--- config.mk ---
export PLATFORM = sky130hd
export DESIGN_NAME = breastcancer2b_feature_loader
export DESIGN_NICKNAME = d
export VERILOG_FILES = /design/src/rtl/breastcancer2b_feature_loader.sv
export SDC_FILE = /design/constraint.sdc
export NUM_CORES = 1
export LEC_CHECK = 0
export CAP_MARGIN = 10
export CORE_ASPECT_RATIO = 1.25
export CORE_MARGIN = 2
export CORE_UTILIZATION = 33
export DETAILED_ROUTE_END_ITERATION = 12
export HOLD_SLACK_MARGIN = 0.06
export MAX_ROUTING_LAYER = met4
export SYNTH_ARGS = -nofsm -noshare
export SYNTH_HDL_FRONTEND = slang
export SYNTH_SLANG_ARGS = --single-unit
--- constraint.sdc ---
create_clock -name clk -period 10.15 [get_ports clk]
set_clock_uncertainty 0.05 [all_clocks]
set_input_delay 2.5375 -clock clk [delete_from_list [all_inputs] [get_ports clk]]
set_output_delay 2.5375 -clock clk [all_outputs]
set_load 0.02 [all_outputs]
--- src/rtl/breastcancer2b_feature_loader.sv ---
// Purpose : quantizes a stream of raw features to 2 bits each and presents one 7-feature frame to the 2-bit TNN neuron.
// Latency : out_valid rises the cycle after the 7th accepted sample; err_frame pulses the cycle after a bad accept.
// Backpres: s_ready drops while a frame is held; the frame stays stable until out_valid & out_ready.
//
// Ports:
//   clk, rst                 clock, synchronous active-high reset
//   s_valid/s_ready/s_data/s_last  raw sample stream, s_last marks feature 6
//   thr_we/thr_feat/thr_lvl/thr_data  threshold table write port (feat 7 / lvl 3 ignored)
//   q_a..q_g                 quantized features 0..6
//   out_valid/out_ready      frame handshake
//   err_frame                one-cycle framing error pulse
//
// Build option: define FEATLOAD_PASSTHRU_EN to drop the threshold table and
// take the two MSBs of s_data as the quantized value.
module breastcancer2b_feature_loader #(
    parameter int RAW_W = 8
) (
    input  logic             clk,
    input  logic             rst,
    input  logic             s_valid,
    output logic             s_ready,
    input  logic [RAW_W-1:0] s_data,
    input  logic             s_last,
    input  logic             thr_we,
    input  logic [2:0]       thr_feat,
    input  logic [1:0]       thr_lvl,
    input  logic [RAW_W-1:0] thr_data,
    output logic [1:0]       q_a,
    output logic [1:0]       q_b,
    output logic [1:0]       q_c,
    output logic [1:0]       q_d,
    output logic [1:0]       q_e,
    output logic [1:0]       q_f,
    output logic [1:0]       q_g,
    output logic             out_valid,
    input  logic             out_ready,
    output logic             err_frame
);

    typedef enum logic {
        COLLECT = 1'b0,
        HOLD    = 1'b1
    } state_t;

    state_t     state;
    state_t     state_nxt;
    logic [2:0] idx;
    logic [2:0] idx_nxt;
    logic       err_nxt;
    logic       accept;
    logic [1:0] q_new;
    logic [1:0] slot [7];

    // Handshake outputs decode the state register only.
    assign s_ready   = (state == COLLECT);
    assign out_valid = (state == HOLD);
    assign accept    = s_valid && (state == COLLECT);

    assign q_a = slot[0];
    assign q_b = slot[1];
    assign q_c = slot[2];
    assign q_d = slot[3];
    assign q_e = slot[4];
    assign q_f = slot[5];
    assign q_g = slot[6];

`ifdef FEATLOAD_PASSTHRU_EN

    assign q_new = s_data[RAW_W-1:RAW_W-2];

    logic passthru_unused;
    assign passthru_unused = ^{thr_we, thr_feat, thr_lvl, thr_data, s_data};

`else

    logic [RAW_W-1:0] thr [7][3];
    logic [RAW_W-1:0] t0;
    logic [RAW_W-1:0] t1;
    logic [RAW_W-1:0] t2;

    // Reset defaults split the input range into quarters.
    always_ff @(posedge clk) begin
        if (rst) begin
            for (int f = 0; f < 7; f++) begin
                for (int k = 0; k < 3; k++) begin
                    thr[f][k] <= RAW_W'(k + 1) << (RAW_W - 2);
                end
            end
        end else if (thr_we && (thr_lvl != 2'd3)) begin
            for (int f = 0; f < 7; f++) begin
                for (int k = 0; k < 3; k++) begin
                    if ((thr_feat == 3'(f)) && (thr_lvl == 2'(k))) begin
                        thr[f][k] <= thr_data;
                    end
                end
            end
        end
    end

    // Thresholds need not be ordered, so count how many the sample clears
    // rather than searching for a bracket.
    always_comb begin
        t0 = '0;
        t1 = '0;
        t2 = '0;
        for (int f = 0; f < 7; f++) begin
            if (idx == 3'(f)) begin
                t0 = thr[f][0];
                t1 = thr[f][1];
                t2 = thr[f][2];
            end
        end
        q_new = {1'b0, (s_data >= t0)} + {1'b0, (s_data >= t1)} + {1'b0, (s_data >= t2)};
    end

`endif

    always_comb begin
        state_nxt = state;
        idx_nxt   = idx;
        err_nxt   = 1'b0;
        case (state)
            COLLECT: begin
                if (accept) begin
                    if ((idx == 3'd6) && s_last) begin
                        state_nxt = HOLD;
                        idx_nxt   = 3'd0;
                    end else if ((idx < 3'd6) && !s_last) begin
                        idx_nxt = idx + 3'd1;
                    end else begin
                        // s_last early or missing: drop the partial frame.
                        err_nxt = 1'b1;
                        idx_nxt = 3'd0;
                    end
                end
            end
            HOLD: begin
                if (out_ready) begin
                    state_nxt = COLLECT;
                end
            end
            default: state_nxt = COLLECT;
        endcase
    end

    always_ff @(posedge clk) begin
        if (rst) begin
            state     <= COLLECT;
            idx       <= 3'd0;
            err_frame <= 1'b0;
            for (int f = 0; f < 7; f++) begin
                slot[f] <= 2'd0;
            end
        end else begin
            state     <= state_nxt;
            idx       <= idx_nxt;
            err_frame <= err_nxt;
            for (int f = 0; f < 7; f++) begin
                if (accept && (idx == 3'(f))) begin
                    slot[f] <= q_new;
                end
            end
        end
    end

endmodule

Word-level counts from Yosys, hierarchy flattened
Memories as Yosys holds them, arrays and structs flattened.
Cells that the tools add are included.
Cells by class
  multiplexer cells: 163
  $add $sub $neg: 3
  bitwise operators: 30
  eq/ne operators: 15
  reductions and logical operators: 38
  magnitude comparators: 4
Operators by type and width (count)
  $mux 8: 42
  $mux 1: 111
  $logic_and 1x1->1: 32
  $or 1x1->1: 28
  $ge 8x8->1: 3
  $eq 3x3->1 const B: 6
  $mux 2: 7
  $eq 3x2->1 const B: 4
  $eq 3x1->1 const B: 2
  $logic_not 3->1: 2
  $mux 3: 2
  $reduce_or 4->1: 1
  $add 3x1->3 const B: 1
  $lt 3x3->1 const B: 1
  $add 1x1->2: 1
  $add 2x1->2: 1
  $eq 2x1->1 const B: 1
  $eq 2x2->1 const B: 1
  $logic_not 2->1: 1
  $ne 2x2->1 const B: 1
  $not 1->1: 2
  $pmux 1 s2: 1
  $reduce_and 2->1: 1
  $logic_not 1->1: 1
Word-level totals
  input port bits: 27
  memory bits (writable): 182
  output and inout port bits: 17
  memories: 2
  register bits: 5
  logic and storage cells: 258
Memories
  thr: depth 7, width 24, rd ports 7, clocked after Yosys merged registers in 0, wr ports 7, line 76  | logic [RAW_W-1:0] thr [7][3];
  slot: depth 7, width 2, rd ports 7, clocked after Yosys merged registers in 0, wr ports 7, line 52  | logic [1:0] slot [7];

Longest topological paths before layout
  depth after elaboration: 12
  gate-level depth with buffers: 18
  mapped depth without buffers: 14

Worst setup path after synthesis
OpenSTA, ideal clock, no wires.
  path kind: input to register
  from: input port s_data[0]
  to: memory slot[4][0] (data pin)
  setup time: 0.268 ns
  buffers on the path: 0
  cell stages on the path: 9
  setup slack: 5.677 ns
  data arrival time: 4.155 ns
  required time: 9.832 ns
  path through: inv_1 ha_1 nand2b_1 a211oi_1 o21ai_1 a21o_1 fa_1 nand2b_1 nor3_1
RTL lines
  from (decl): line 22  | input logic [RAW_W-1:0] s_data,
  to (decl): line 52

==> metrics.md <==
| Metric | Value |
|---|---|
| Die width | `150 µm` |
| CP Capture Type | `flip-flop` |
| Area fraction of the dominant cell type after synthesis | `around three fifths` |
| Global route overflow | `0` |
| Cell Pwr Density | `173 nW/µm²` |
| Port bufs | `43` |
| Critical path buffer and inverter count | `3` |
| Clk_lat worst skew | `0.44 ns` |
| Status | `completed` |
| Vias/cell | `5.37` |
| Vias in the first global route | `5527` |
| Post-DP HPWL | `15000 µm` |
| Filler cells | `2426` |
| Site Rows | `66` |
| CTS H-tree depth | `4` |
| Hold Path Origin | `idx[1]` |
| CP Cell Sequence | `buf_4, inv_1, ha_1, buf_4, nor2_2, o21ai_0, o21ai_1, a22oi_1, ha_1, a21o_1, a211oi_1, o21ai_1, a21o_1, fa_1, nand2b_1, nor2_1` |
| Commonest cells in the synthesized netlist | `edfxtp_1, o21ai_0, and2_1, nor2_1` |
| Hold Crit Class | `flip-flop to flip-flop` |
| Cell family with most CP delay | `compound AO/OA/AOI/OAI gates` |
| Flop pwr share | `52.3%` |
| Antenna diodes | `0` |
| Reg-to-reg critical path startpoint | `idx[2]` |
| Nets@finish | `764` |
| Placed Area | `9530 µm²` |
| Switch share | `24.8%` |
| Fin. max-slew vios | `0` |
| CP arrival | `between 5 and 6 ns` |
| Final Hold Viols | `0` |
| Worst Reg-to-Reg Cells | `16` |
| Fmax | `approximately 200 MHz` |
| Ys Warns | `0` |
| Fraction of layout instances using a drive strength above 1 | `9.31%` |
| Most frequent cell after synthesis | `edfxtp_1` |
| Die H | `187 µm` |
| Compound-Gate Fraction of Synth Area | `17.9%` |
| RePlAce Congestion | `0.806` |
| Cts bufs inserted | `17` |
| Met3 Use GR | `2.71%` |
| Setup ws final | `5.09 ns` |
| Largest net degree at the start of global routing | `57` |
| CP max stage cell | `nor2_2` |
| Mean post-synth cell area | `about 13 µm²` |
| Static Leak | `3.34 nW` |
| Synth Area in Simple Gates | `11.5%` |
| Minimum clock period | `about 5.1 ns` |
| Reg clk slew, reported paths | `0.07 ns` |
| Post-Synth Adder-Cell Area | `4.34%` |
| First-pass GRT wire length | `34100 µm` |
| Sequential-to-total area share from yosys stat | `~63%` |
| Pint | `1.31 mW` |
| Setup TNS | `0 ns` |
| GRT Util Overall | `16.9%` |
| Yosys top cell by area | `edfxtp_1` |
| Fin crit share | `49.8%` |
| Clock sink count | `187` |
| DRT antenna net count | `0` |
| Residual DRC | `0` |
| Dpl ws | `4.93 ns` |
| Storage cell area | `5570 µm²` |
| WL per Instance | `21.3 µm` |
| Met1 usage | `22.4%` |
| Placed cell count | `1028` |
| Initial antenna violation count | `0` |
| Routed wire length | `~23000 µm` |
| Yosys reg bits | `187` |
| GRT busiest layer | `met2` |
| Fin Hold WS | `between 0.4 and 0.5 ns` |
| Syn nets | `742` |
| Footprint of the multi-input gates | `3010 µm²` |
| CTS Root Cell | `clkbuf_16` |
| Clock tree buffer depth | `2` |
| Total iterations of the first detailed-routing run | `5` |
| Psw | `433 µW` |
| Largest family of logic cells by synthesized area | `compound AO/OA/AOI/OAI gates` |
| Final setup viols | `0` |
| Met2 global-route usage | `approximately a quarter` |
| Startpoint Class | `flip-flop` |
| Post-synth cell types | `between 40 and 50` |
| Xor/xnor share of the synthesized area | `less than 1%` |
| Final Cell Area | `10100 µm²` |
| Post-synthesis mux area share | `0.128%` |
| Least-Margin Pin Slew | `1.16 ns` |
| WHS Endpoint | `idx[1]` |
| Worst slew margin | `22.4%` |
| Main flop type after synthesis | `edfxtp_1` |
| Core area | `26200 µm²` |
| Initial DRC Count | `about 590` |
| Post-Syn Area | `8830 µm²` |
| Clock tree from TritonCTS | `built` |
| Io pins | `44` |
| CP Data Required Time | `10.28 ns` |
| Post-synth EDFFs | `182` |
| Critical path type | `flip-flop to flip-flop` |
| RSZ-0062 raised after global routing | `no` |
| P&R area growth vs syn | `14.2%` |
| Max stage delay on crit path | `0.74 ns` |
| Asr flop ratio synth | `0%` |
| Max-cap violations | `0` |
| PostCTS Resize Cnt | `0` |
| CP Max Fanout | `56` |
| Initial Util | `33.7%` |
| Worst VDD drop | `0.0000991 V` |
| Vias | `5688` |
| WHS Path Cells | `2` |
| Area contributors post-synth | `edfxtp_1, ha_1, and2_1` |
| R2r setup slk | `5.09 ns` |
| Die area | `about 28000 µm²` |
| Syn Inst Count | `approximately 700` |
| Post-CTS setup buffers | `0` |
| Worst reg2reg path endpoint | `slot[5][0]` |
| CTS Hold Bufs | `0` |
| Post-Layout Cell Count | `~1100` |
| Clock power share | `36.4%` |
| Comb power frac | `between 10% and 20%` |
-- worst register-to-register path: stages, from the launching register on --
cell and delay [ns]:
dfxtp_1 0.31, buf_4 0.43, inv_1 0.19, ha_1 0.24, buf_4 0.24, nor2_2 0.74
o21ai_0 0.21, o21ai_1 0.42, a22oi_1 0.17, ha_1 0.31, a21o_1 0.16, a211oi_1 0.23
o21ai_1 0.10, a21o_1 0.21, fa_1 0.45, nand2b_1 0.25, nor2_1 0.08
-- flip-flops by register name, indices dropped and copies added (netlist names) --
name and cells:
out_valid 1, slot 14, thr 168, err_frame 1, idx 3
-- kinds of logic after synthesis --
logic type	count (synthesis)
and+or+nand+nor	188
buffers and inverters	57
DFF	187
xor gates and xnor gates	1
adders and majority gates	30
AOI/OAI and AO/OA	221
muxes	1
-- through the flow --
step | util (%) | total power [mW]
after floorplan | - | 1.05
after global placement | 36.4 | 1.13
after detailed placement | 36.4 | 1.13
after CTS | 38.5 | 1.75
after global routing | 38.5 | 1.80
final | 38.5 | 1.75
-- power by group through the flow --
| stage | clock [mW] | sequential, mW | combinational (mW) |
|---|---|---|---|
| global placement | 0 | 0.929 | 0.197 |
| finish | 0.636 | 0.914 | 0.197 |
| floorplan | 0 | 0.931 | 0.117 |
| CTS | 0.639 | 0.914 | 0.199 |
| global route | 0.668 | 0.918 | 0.215 |
| detailed placement | 0 | 0.930 | 0.199 |
-- worst max path at each step --
| stage | from | end | slack, ns | cells after the start |
|---|---|---|---|---|
| floorplan | s_data[0] | slot[4][0] | 5.68 | 9 |
| global placement | s_data[0] | slot[4][0] | 4.97 | 10 |
| detailed placement | s_data[4] | slot[4][0] | 4.93 | 9 |
| CTS | idx[2] | slot[4][0] | 5.11 | 16 |
| global route | idx[2] | slot[5][0] | 4.79 | 16 |
| finish | idx[2] | slot[5][0] | 5.09 | 16 |
-- cells in the final DEF (no fill, tap or decap), types with 3 or more instances in the layout --
| cell type | instances |
|---|---|
| a211oi_1 | 6 |
| a21o_1 | 11 |
| a21oi_1 | 29 |
| a221oi_1 | 7 |
| a221oi_2 | 17 |
| a22o_1 | 21 |
| a22oi_1 | 24 |
| a31o_2 | 4 |
| and2_1 | 48 |
| buf_4 | 9 |
| clkbuf_16 | 17 |
| clkdlybuf4s50_1 | 43 |
| clkinv_2 | 3 |
| clkinv_4 | 4 |
| dfxtp_1 | 5 |
| edfxtp_1 | 182 |
| ha_1 | 28 |
| inv_1 | 7 |
| nand2_1 | 22 |
| nand2b_1 | 14 |
| nand3b_1 | 3 |
| nor2_1 | 44 |
| nor2b_1 | 29 |
| nor3_1 | 7 |
| o2111ai_1 | 3 |
| o21a_1 | 3 |
| o21ai_0 | 49 |
| o21ai_1 | 27 |
| o21bai_1 | 15 |
| o2bb2ai_1 | 3 |
| or3_1 | 11 |
-- area by class of cell --
class	instances	share of cell area, %
clock buffer	19	4.29
multi-input combinational	441	29.8
clock inverter	13	1.19
tap	340	4.22
inverter	8	0.298
timing repair buffer	52	4.94
sequential	187	55.2
-- per-layer routing --
| metal | vias up | share of wire [%] |
|---|---|---|
| li1 | 2645 | - |
| met1 | 2805 | 44 |
| met3 | 35 | 4.9 |
| met2 | 203 | 48 |
| met5 | - | 0 |
| met4 | 0 | 3.5 |
Power figures use the tool's default switching activity.
==> RTL change: new RTL, same settings <==
Remove the register `err_frame`: a continuous assignment takes its place, so the output `err_frame` follows one clock earlier. Comments in the files are not updated.
--- a/src/rtl/breastcancer2b_feature_loader.sv
+++ b/src/rtl/breastcancer2b_feature_loader.sv
@@ -149,3 +149,2 @@
             idx       <= 3'd0;
-            err_frame <= 1'b0;
             for (int f = 0; f < 7; f++) begin
@@ -156,3 +155,2 @@
             idx       <= idx_nxt;
-            err_frame <= err_nxt;
             for (int f = 0; f < 7; f++) begin
@@ -165,2 +163,4 @@
 
+    assign err_frame = err_nxt;
+
 endmodule
Formal check against the unedited RTL: not equivalent (Yosys sat finds a counterexample within 4 cycles, from zero or initial values and one cycle with rst high).
==> RTL change against the original RTL <==
  * Wire length shrank 4.3%
  * Count of clock-buffer cells in the layout shrank 1
  * Cell area shrank 0.16%
  * Power shrank 0.72%
  * Core utilization shrank 0.062 points
  * First-iteration DRC count shrank 49%
  * Setup slack lost 1.5 ns
  * Synthesized area shrank 0.13%
  * Clock power is essentially flat
  * Sequential power shrank 0.9%
  * Sequential cell count shrank 1
  * Global-route usage shrank 0.43 points
  * Critical path type is now in -> out
  * Largest cell class unchanged
  * Highest routed layer unchanged
==> RTL change: results (changes against the original RTL) <==
status: "complete, no violations"
grt_pass1_wl_mm: 32.9  # -3.5%
first_global_vias: 5438  # -1.6%
endpoint: "err_frame"
reg2reg_slack_ns: 5.54  # +0.45 ns
dpl.hpwl_mm: 15.3  # +2.0%
clock_cell_area_share_pct: 5.58  # +0.096 points
p_seq_uw: 906  # -0.9%
num_antenna_cells: 0  # unchanged
multi_input_cells: 442  # +0.23%
nNetsFinal: 764  # unchanged
p_int_uw: 1290  # -1.8%
grt_usage_pct: 16.5  # -0.43 points
first_pass_iters: 4  # -1
synth_area_leaders: "edfxtp_1, ha_1, o21ai_0, and2_1, a221oi_2"
avgViaCountPerCell: 5.19  # -3.4%
syn-num-nets: 739  # -0.40%
maxCapViolCount: 0  # unchanged
min_period_over_period_pct: 65.0  # +15 points
worstSetupStartpoint: "s_valid"
seq_area_frac_synth_pct: 62.9  # -0.15 points
worstPathArrival_ns: 4.01  # -1.17 ns
ir_drop_uv: 104  # +5.1%
tightest_slew_ns: 1.12  # -0.0455 ns
synthCells: 682  # -0.44%
drt_iter0_markers: 299  # -49%
min_from: "idx[0]"
regArea_mm2: 0.00555  # -0.36%
max_stage_delay_ns: 0.61  # -0.13 ns
rr_endpoint: "slot[4][0]"
cellPowerDensity_mw_per_mm2: 172  # -0.56%
whs_endpoint: "idx[0]"
drive_gt1_share_pct: 8.61  # -0.69 points
ys_ff_latch: 186  # -0.53%
nClkBuffers: 18  # -1
fillers: 2492  # +2.7%
path_delay_family: "buffers and inverters"
whs_ns: 0.458  # -0.0345 ns
synth.distinct_cells: 39  # -11%
r2r_start: "idx[1]"
power.leakage_uw: 0.00335  # +0.21%
final-nonclk-buf-share_pct: 4.95  # +0.0080 points
postLayoutCoreUtil_pct: 38.4  # -0.062 points
multi_input_area_share_pct: 29.8  # about the same
synthTopCellsByCount: "edfxtp_1, o21ai_0, nor2_1"
ctsHtreeMaxLevel: 4  # unchanged
place_area_mm2: 0.00950  # -0.26%
routed_wl_mm: 21.6  # -4.3%
gp_congestion: 0.860  # +6.7%
well_tap_count: 340  # unchanged
grt_max_degree: 54  # -5.3%
crit_fanout: 9  # -84%
comb_power_share_pct: 10.9  # -0.4 points
cpMaxStageDelayCell: "clkdlybuf4s50_1"
## RTL change: cell count changes after synthesis, sizes merged, moves of 2 or more
| cell | delta |
|---|---|
| a21o | +3 |
| a31o | -6 |
| and2 | -6 |
| buf | +2 |
| clkbuf | -5 |
| nand2 | +3 |
| nand2b | -2 |
| nand3 | +3 |
| nor2b | +8 |
| nor3 | -5 |
| nor3b | +2 |
| or2 | +2 |
## RTL change: kinds of logic after synthesis
group / count (synthesis) / synth area share (%)
AOI/OAI and AO/OA: 220 / 17.8
adders and majority gates: 30 / 4.34
buffers and inverters: 54 / 3.08
DFF: 186 / 62.9
and+or+nand+nor: 192 / 11.9
## RTL change: layer usage
layer	wire, µm	up-vias	global-route usage (%)	part of all wire, %
met5	0	-	-	0
met4	828	0	7.62	3.8
met3	800	38	3.08	3.7
met2	10900	112	27.0	51
met1	9030	2704	19.6	42
li1	-	2643	-	-
